==> config.mk <==
export PLATFORM = sky130hd
export DESIGN_NAME = sram_arbiter
export DESIGN_NICKNAME = d
export VERILOG_FILES = /design/src/rtl/sram_arbiter.sv
export SDC_FILE = /design/constraint.sdc
export NUM_CORES = 1
export LEC_CHECK = 0
export ABC_CLOCK_PERIOD_IN_PS = 1800
export CAP_MARGIN = 20
export CORE_MARGIN = 2
export CORE_UTILIZATION = 28
export DETAILED_ROUTE_END_ITERATION = 16
export PLACE_DENSITY = 0.77
export SKIP_LAST_GASP = 1
export SLEW_MARGIN = 10
export SYNTH_ARGS = -nofsm -noshare
export SYNTH_HDL_FRONTEND = slang
export SYNTH_SLANG_ARGS = --single-unit
export TNS_END_PERCENT = 50
==> constraint.sdc <==
create_clock -name CLK -period 1.8 [get_ports CLK]
set_input_delay 0.36 -clock CLK [delete_from_list [all_inputs] [get_ports CLK]]
set_output_delay 0.36 -clock CLK [all_outputs]
set_load 0.02 [all_outputs]
==> src/rtl/sram_arbiter.sv <==
// sram_arbiter: round-robin arbiter sharing one single-port SRAM between a loader port (0) and a compute port (1).
module sram_arbiter #(
    parameter int WIDTH     = 32,
    parameter int ADDR_BITS = 11,
    parameter int CNT_BITS  = 16
) (
    input  logic                 CLK,
    input  logic                 RST,
    input  logic                 req0_valid,
    output logic                 req0_ready,
    input  logic                 req0_we,
    input  logic [ADDR_BITS-1:0] req0_addr,
    input  logic [WIDTH-1:0]     req0_wdata,
    input  logic                 req1_valid,
    output logic                 req1_ready,
    input  logic                 req1_we,
    input  logic [ADDR_BITS-1:0] req1_addr,
    input  logic [WIDTH-1:0]     req1_wdata,
    output logic                 rsp0_valid,
    output logic                 rsp1_valid,
    output logic [WIDTH-1:0]     rsp_data,
    output logic                 sram_cen,
    output logic                 sram_wen,
    output logic [ADDR_BITS-1:0] sram_a,
    output logic [WIDTH-1:0]     sram_d,
    input  logic [WIDTH-1:0]     sram_q,
    output logic [CNT_BITS-1:0]  grant0_cnt,
    output logic [CNT_BITS-1:0]  grant1_cnt
);
    logic       rr_last;
    logic [1:0] rsp_pend;
    logic       g0, g1, gnt, gwe;
    // Under contention the port that did not win last time goes first; nothing is granted in reset.
    always_comb begin
        g0         = ~RST & req0_valid & (~req1_valid | rr_last);
        g1         = ~RST & req1_valid & (~req0_valid | ~rr_last);
        gnt        = g0 | g1;
        gwe        = g0 ? req0_we : req1_we;
        req0_ready = g0;
        req1_ready = g1;
        sram_cen   = ~gnt;
        sram_wen   = gnt ? ~gwe : 1'b1;
        sram_a     = g0 ? req0_addr : g1 ? req1_addr : '0;
        sram_d     = g0 ? req0_wdata : g1 ? req1_wdata : '0;
        rsp_data   = sram_q;
        rsp0_valid = rsp_pend[0] & ~RST;
        rsp1_valid = rsp_pend[1] & ~RST;
    end
    always_ff @(posedge CLK) begin
        if (RST) begin
            rr_last    <= 1'b1;
            rsp_pend   <= 2'b00;
            grant0_cnt <= '0;
            grant1_cnt <= '0;
        end else begin
            if (gnt) rr_last <= g1;
            rsp_pend <= (gnt && !gwe) ? {g1, g0} : 2'b00;
            if (g0 && !(&grant0_cnt)) grant0_cnt <= grant0_cnt + 1'b1;
            if (g1 && !(&grant1_cnt)) grant1_cnt <= grant1_cnt + 1'b1;
        end
    end
endmodule
==> results of run 1 <==
-- routing by layer --
layer  wire (um)  vias up
met1        4980     1570
met5           0        -
met2        5580      146
li1            -     1552
met3         899       23
met4         238        0
-- repair_timing --
item,CTS,global route
resized for setup,262,43
setup endpoints to repair,62,68
buffers inserted,6,3
cloned,4,4
pin swaps,16,20
-- synthesized netlist by cell type, drive strengths merged (2+ instances only) --
cell,count
nand2,17
o311ai,5
a41oi,5
or3,2
nand2b,3
a211oi,5
or4,5
and3,4
nand3,17
dfxtp,35
nand4,7
a2bb2oi,2
o31ai,2
o41ai,5
clkbuf,13
nor4,15
inv,5
nor2b,17
mux2,11
mux2i,2
nor3,7
buf,38
a311oi,2
a21oi,6
o21ai,4
ha,2
nor2,19
a22o,43
and2,4
or2,3
-- cell families after synthesis --
kind of cell | after synthesis
flops | 35
buf+inv | 56
fa+ha+maj | 2
mux | 13
compound gates | 85
simple gates | 122
-- area by class of cell --
cell class	count	share of cell area
Clock buffer	6	0.0164
Tap cell	111	0.0275
Clock inverter	2	0.00694
Multi-Input combinational cell	222	0.335
Inverter	5	0.00520
Sequential cell	35	0.140
Timing Repair Buffer	234	0.468
-- tightest hold or removal path, stage by stage (launching register included) --
cell,delay [ps]
dfxtp_1,340
o41ai_1,70
a21oi_1,50
-- sequential cells by signal, indices dropped and copies added (netlist names) --
| register | flops |
|---|---|
| grant1_cnt | 16 |
| rsp_pend | 2 |
| grant0_cnt | 16 |
| rr_last | 1 |
-- worst min path at each step --
stage | from | end | slack [ps] | cells past startpoint
2_1_floorplan | req0_we | rsp_pend[0] | 430 | 1
3_5_place_dp | grant1_cnt[14] | grant1_cnt[14] | 490 | 2
6_report | grant1_cnt[14] | grant1_cnt[14] | 500 | 2
3_3_place_gp | grant1_cnt[14] | grant1_cnt[14] | 470 | 2
5_1_grt | grant1_cnt[14] | grant1_cnt[14] | 530 | 2
4_1_cts | grant1_cnt[14] | grant1_cnt[14] | 500 | 2
-- per-stage QoR --
stage	total power [W]	std cells	util	setup WS, ps
after floorplan	0.00121	313	-	-80.1
after global placement	0.00160	594	0.500	-890
after detailed placement	0.00160	594	0.500	-907
after CTS	0.00242	612	0.535	-103
after global routing	0.00256	615	0.554	-131
final	0.00246	615	0.554	-77.2
-- power groups by stage --
stage          clock network, W  registers (W)  logic, W
3_5_place_dp                  0       0.000823  0.000777
5_1_grt                0.000805       0.000809  0.000945
3_3_place_gp                  0       0.000823  0.000777
6_report               0.000751       0.000806  0.000902
2_1_floorplan                 0       0.000842  0.000367
4_1_cts                0.000771       0.000806  0.000841
==> results.sh, run 1 <==
export IMPL_finalCritPeriodShare=1.04
export IMPL_p_switching_w=0.000694
export IMPL_place_congestion=0.914
export IMPL_dpl_cell_area_um2=4560
export IMPL_synth_area_um2=2580
export IMPL_fin_worst_skew_ps=7.92
export IMPL_relSlewSlack=0.745
export IMPL_rows=35
export IMPL_gr_total_overflow=0
export IMPL_grt_pass1_wl_um=16700
export IMPL_grt_pass1_vias=3147
export IMPL_min_period_ps=1880
export IMPL_drtIter0Drc=87
export IMPL_synth_cell_types=46
export IMPL_fin_nets=629
export IMPL_crit_chain="and2_4, nor2_4, buf_8, clkbuf_16, a22o_1, buf_6"
export IMPL_ff_latch_area_um2=709
export IMPL_grt_max_degree=22
export IMPL_gr_usage_met3=0.0648
export IMPL_grt_util_met2=0.340
export IMPL_dr_total_vias=3291
export IMPL_antenna_found_initial=0
export IMPL_postSynth_asyncResetShare=0
export IMPL_io_buffers=172
export IMPL_cp_start_kind="flop"
export IMPL_ys_ff_latch=35
export IMPL_seqPwrFrac=0.328
export IMPL_grt_usage=0.212
export IMPL_cap_violations=0
export IMPL_wl_per_cell_um=19.0
export IMPL_critPathKind="reg -> out"
export IMPL_slowest_delay_ps=340
export IMPL_cp_num_cells=6
export IMPL_layout_commonest_cell="clkdlybuf4s50_1"
export IMPL_clock_latency_ps=290
export IMPL_cts_made_buffers=5
export IMPL_multiInputGateArea_um2=1690
export IMPL_setup_viol=41
export IMPL_crit_family="buffers and inverters"
export IMPL_die_h_um=100
export IMPL_synth_fa_ha_area_frac=0.00969
export IMPL_coreArea_um2=9110
export IMPL_synth_top_family_by_area="compound AO/OA/AOI/OAI gates"
export IMPL_finalHoldViolations=0
export IMPL_area_growth_pct=95.4
export IMPL_worstMarginPinSlew_ps=379
export IMPL_p_clk_frac=0.305
export IMPL_setup_ws_ps=-77.2
export IMPL_slew_violations=0
export IMPL_drive_above_1_share=0.323
export IMPL_antennaDiodeCount=0
export IMPL_drc=0
export IMPL_fmax_ghz=0.533
export IMPL_violations="setup timing"
export IMPL_synth_mux_area_frac=0.0557
export IMPL_clockBufferDepth=2
export IMPL_cts_root_buffer="clkbuf_8"
export IMPL_stdcell_area_um2=5050
export IMPL_ys_warnings_count=0
export IMPL_clock_sinks=35
export IMPL_clk_pin_slew_ps=80
export IMPL_post_synth_top_area_cell="dfxtp_1"
export IMPL_reg2reg_slack_ps=-20
export IMPL_synthesis_nets=439
export IMPL_initial_core_util=0.284
export IMPL_crit_arrival_ps=1520
export IMPL_synth_compound_area_frac=0.269
export IMPL_worst_r2r_cell_count=5
export IMPL_crit_start="rr_last"
export IMPL_yosys_area_share_simple=0.264
export IMPL_rr_startpoint="rr_last"
export IMPL_grt_setup_unrepaired="yes"
export IMPL_use_met1=0.274
export IMPL_synth_edff_count=0
export IMPL_r2r_end="grant1_cnt[13]"
export IMPL_avgSynthCellArea_um2=8.25
export IMPL_cts_tree="built"
export IMPL_ios=237
export IMPL_hp_class="reg -> reg"
export IMPL_ant_nets=0
export IMPL_fillers=805
export IMPL_busiest_layer="met2"
export IMPL_end_kind="primary output"
export IMPL_crit_end="sram_d[25]"
export IMPL_synth_cells=313
export IMPL_synth_top_area_frac=0.271
export IMPL_p_comb_frac=0.367
export IMPL_synth_area_top_cells="dfxtp_1 27%, a22o_1 15%, buf_4 9.3%, mux2_2 4.8%, nor2b_1 4.1%"
export IMPL_status="finished with violations"
export IMPL_synth_seq_area_share=0.271
export IMPL_powerDensity_nw_per_um2=487
export IMPL_dpl_hpwl_um=8560
export IMPL_dieArea_um2=10000
export IMPL_synth_xor_area_frac=0
export IMPL_fin_hold_ws_ps=504
export IMPL_htree_levels=2
export IMPL_dr_pass1_iters=4
export IMPL_p_int_w=0.00176
export IMPL_postCtsHoldBufs=0
export IMPL_crit_buf_inv=3
export IMPL_cp_max_fo=6
export IMPL_p_leak_nw=2.06
export IMPL_critPathRequiredTime_ps=1440
export IMPL_cp_slowest_cell="dfxtp_2"
export IMPL_sw_frac_of_total=0.282
export IMPL_final_cell_mix="122 x clkdlybuf4s50_1, 54 x buf_4, 38 x buf_6"
export IMPL_vdd_drop_max_uv=361
export IMPL_ys_flop_type="dfxtp_1"
export IMPL_setup_tns_final_ps=-1910
export IMPL_die_w_um=100
export IMPL_routed_wl_um=11700
export IMPL_vias_per_cell=5.35
No activity file was read; power rests on OpenSTA's default activity.
==> inputs of run 2 (changes only) <==
--- a/config.mk
+++ b/config.mk
@@ -10,6 +10,7 @@
 export CORE_MARGIN = 2
 export CORE_UTILIZATION = 28
 export DETAILED_ROUTE_END_ITERATION = 16
+export GPL_TIMING_DRIVEN = 1
 export PLACE_DENSITY = 0.77
 export SKIP_LAST_GASP = 1
 export SLEW_MARGIN = 10
==> results of run 2 <==
Same layout as run 1: the final DEF is identical, and so are final timing and power.
==> inputs of run 3 (changes only) <==
--- a/config.mk
+++ b/config.mk
@@ -5,11 +5,11 @@
 export SDC_FILE = /design/constraint.sdc
 export NUM_CORES = 1
 export LEC_CHECK = 0
-export ABC_CLOCK_PERIOD_IN_PS = 1800
 export CAP_MARGIN = 20
 export CORE_MARGIN = 2
 export CORE_UTILIZATION = 28
 export DETAILED_ROUTE_END_ITERATION = 16
+export GPL_ROUTABILITY_DRIVEN = 0
 export GPL_TIMING_DRIVEN = 1
 export PLACE_DENSITY = 0.77
 export SKIP_LAST_GASP = 1
==> run 3 against run 2 <==
The run still ends with setup timing left; worst setup slack better by 4.8 ps; clock-buffer cell count grew 1; first-iteration DRC count up 11%; critical path type unchanged; critical endpoint is now sram_d[6].
==> results.sh, run 3 (same netlist as run 1, synthesis figures left out) <==
export IMPL_fmax_ghz=0.534
export IMPL_antennaDiodeCount=0
export IMPL_fin_nets=629
export IMPL_vdd_drop_max_uv=310
export IMPL_dpl_hpwl_um=8650
export IMPL_grt_pass1_wl_um=16800
export IMPL_finalCritPeriodShare=1.04
export IMPL_final_cell_mix="122 x clkdlybuf4s50_1, 52 x buf_4, 41 x buf_6"
export IMPL_finalHoldViolations=0
export IMPL_initial_core_util=0.284
export IMPL_powerDensity_nw_per_um2=449
export IMPL_drtIter0Drc=97
export IMPL_violations="setup timing"
export IMPL_area_growth_pct=93.9
export IMPL_p_leak_nw=2.01
export IMPL_pre_cts_slack_ps=-934
export IMPL_crit_arrival_ps=1510
export IMPL_layout_commonest_cell="clkdlybuf4s50_1"
export IMPL_cts_made_buffers=5
export IMPL_dieArea_um2=10000
export IMPL_cp_start_kind="flop"
export IMPL_vias_per_cell=5.46
export IMPL_slew_violations=0
export IMPL_ios=237
export IMPL_cts_root_buffer="clkbuf_8"
export IMPL_grt_setup_unrepaired="yes"
export IMPL_dr_total_vias=3356
export IMPL_grt_max_degree=37
export IMPL_setup_viol=45
export IMPL_antenna_found_initial=0
export IMPL_cap_violations=0
export IMPL_holdPathStages=4
export IMPL_routed_wl_um=11500
export IMPL_critPathKind="reg -> out"
export IMPL_dr_pass1_iters=4
export IMPL_ant_nets=0
export IMPL_clock_latency_ps=290
export IMPL_die_w_um=100
export IMPL_grt_pass1_vias=3195
export IMPL_clock_sinks=35
export IMPL_cp_max_fo=7
export IMPL_fin_hold_ws_ps=498
export IMPL_end_kind="primary output"
export IMPL_critPathRequiredTime_ps=1440
export IMPL_largestRegisters="grant0_cnt x16, grant1_cnt x16, rsp_pend x2"
export IMPL_fillers=812
export IMPL_status="finished with violations"
export IMPL_hp_class="in -> reg"
export IMPL_die_h_um=100
export IMPL_drc=0
export IMPL_drive_above_1_share=0.325
export IMPL_grt_usage=0.210
export IMPL_min_period_ps=1870
export IMPL_rows=35
export IMPL_fin_worst_skew_ps=5.81
export IMPL_setup_ws_ps=-72.3
export IMPL_wl_per_cell_um=18.7
export IMPL_htree_levels=2
export IMPL_worstMarginPinSlew_ps=387
export IMPL_clk_pin_slew_ps=70
export IMPL_power_w=0.00225
export IMPL_worst_r2r_cell_count=5
export IMPL_coreArea_um2=9110
export IMPL_io_buffers=172
export IMPL_relSlewSlack=0.742
export IMPL_gr_total_overflow=0
export IMPL_cts_tree="built"
export IMPL_clockBufferDepth=2
[run 3: stage by stage]
stage,utilization,setup TNS [ps],cell area (um^2),cells
CTS,0.536,-4630,4880,615
finish,0.550,-1920,5010,615
global placement,0.499,-47850,4550,593
detailed placement,0.499,-50070,4550,593
global route,0.550,-4420,5010,615
floorplan,-,-80.1,2610,313
[run 3: report_power, final]
| part | internal, W | switching [W] | total (W) |
|---|---|---|---|
| Clock | 0.000272 | 0.000283 | 0.000555 |
| Combinational | 0.000514 | 0.000372 | 0.000886 |
| Sequential | 0.000793 | 0.0000156 | 0.000808 |
| Total | 0.00158 | 0.000670 | 0.00225 |
[run 3: area by class of cell]
class,count,area (um^2),share of cell area
clock buffer,7,76.3,0.0152
tap,111,139,0.0277
timing repair buffer,233,2320,0.463
inverter,5,26.3,0.00524
sequential,35,711,0.142
multi-input combinational,223,1740,0.346
clock inverter,1,5.00,0.000999
[run 3: worst max-delay path, stage by stage (launching register included)]
cell	delay (ps)
dfxtp_2	350
and2_4	170
nor2_4	50
buf_12	130
buf_12	130
a22o_4	260
buf_6	130
[run 3: repair_timing]
| action | CTS | global route |
|---|---|---|
| hold buffers | 0 | 0 |
| endpoints found under the setup margin | 63 | 67 |
| buffers inserted | 9 | 2 |
| pin swaps | 25 | 22 |
| gates resized for setup | 261 | 50 |
| cloned | 5 | 1 |
[run 3: path summary, 6_finish.rpt]
check / startpoint / endpoint / slack, ps
setup / recovery: rr_last / sram_d[6] / -70
hold / removal: req0_valid / rr_last / 500
setup reg to reg: rr_last / grant1_cnt[11] / -60
hold reg to reg: grant1_cnt[14] / grant1_cnt[14] / 500
[run 3: layer usage]
layer,up-vias,part of all wire,routed length [um],global-route usage
li1,1565,-,-,-
met1,1601,0.41,4720,0.273
met5,-,0,0,0
met2,168,0.48,5490,0.336
met4,0,0.021,239,0.0580
met3,22,0.094,1080,0.0682
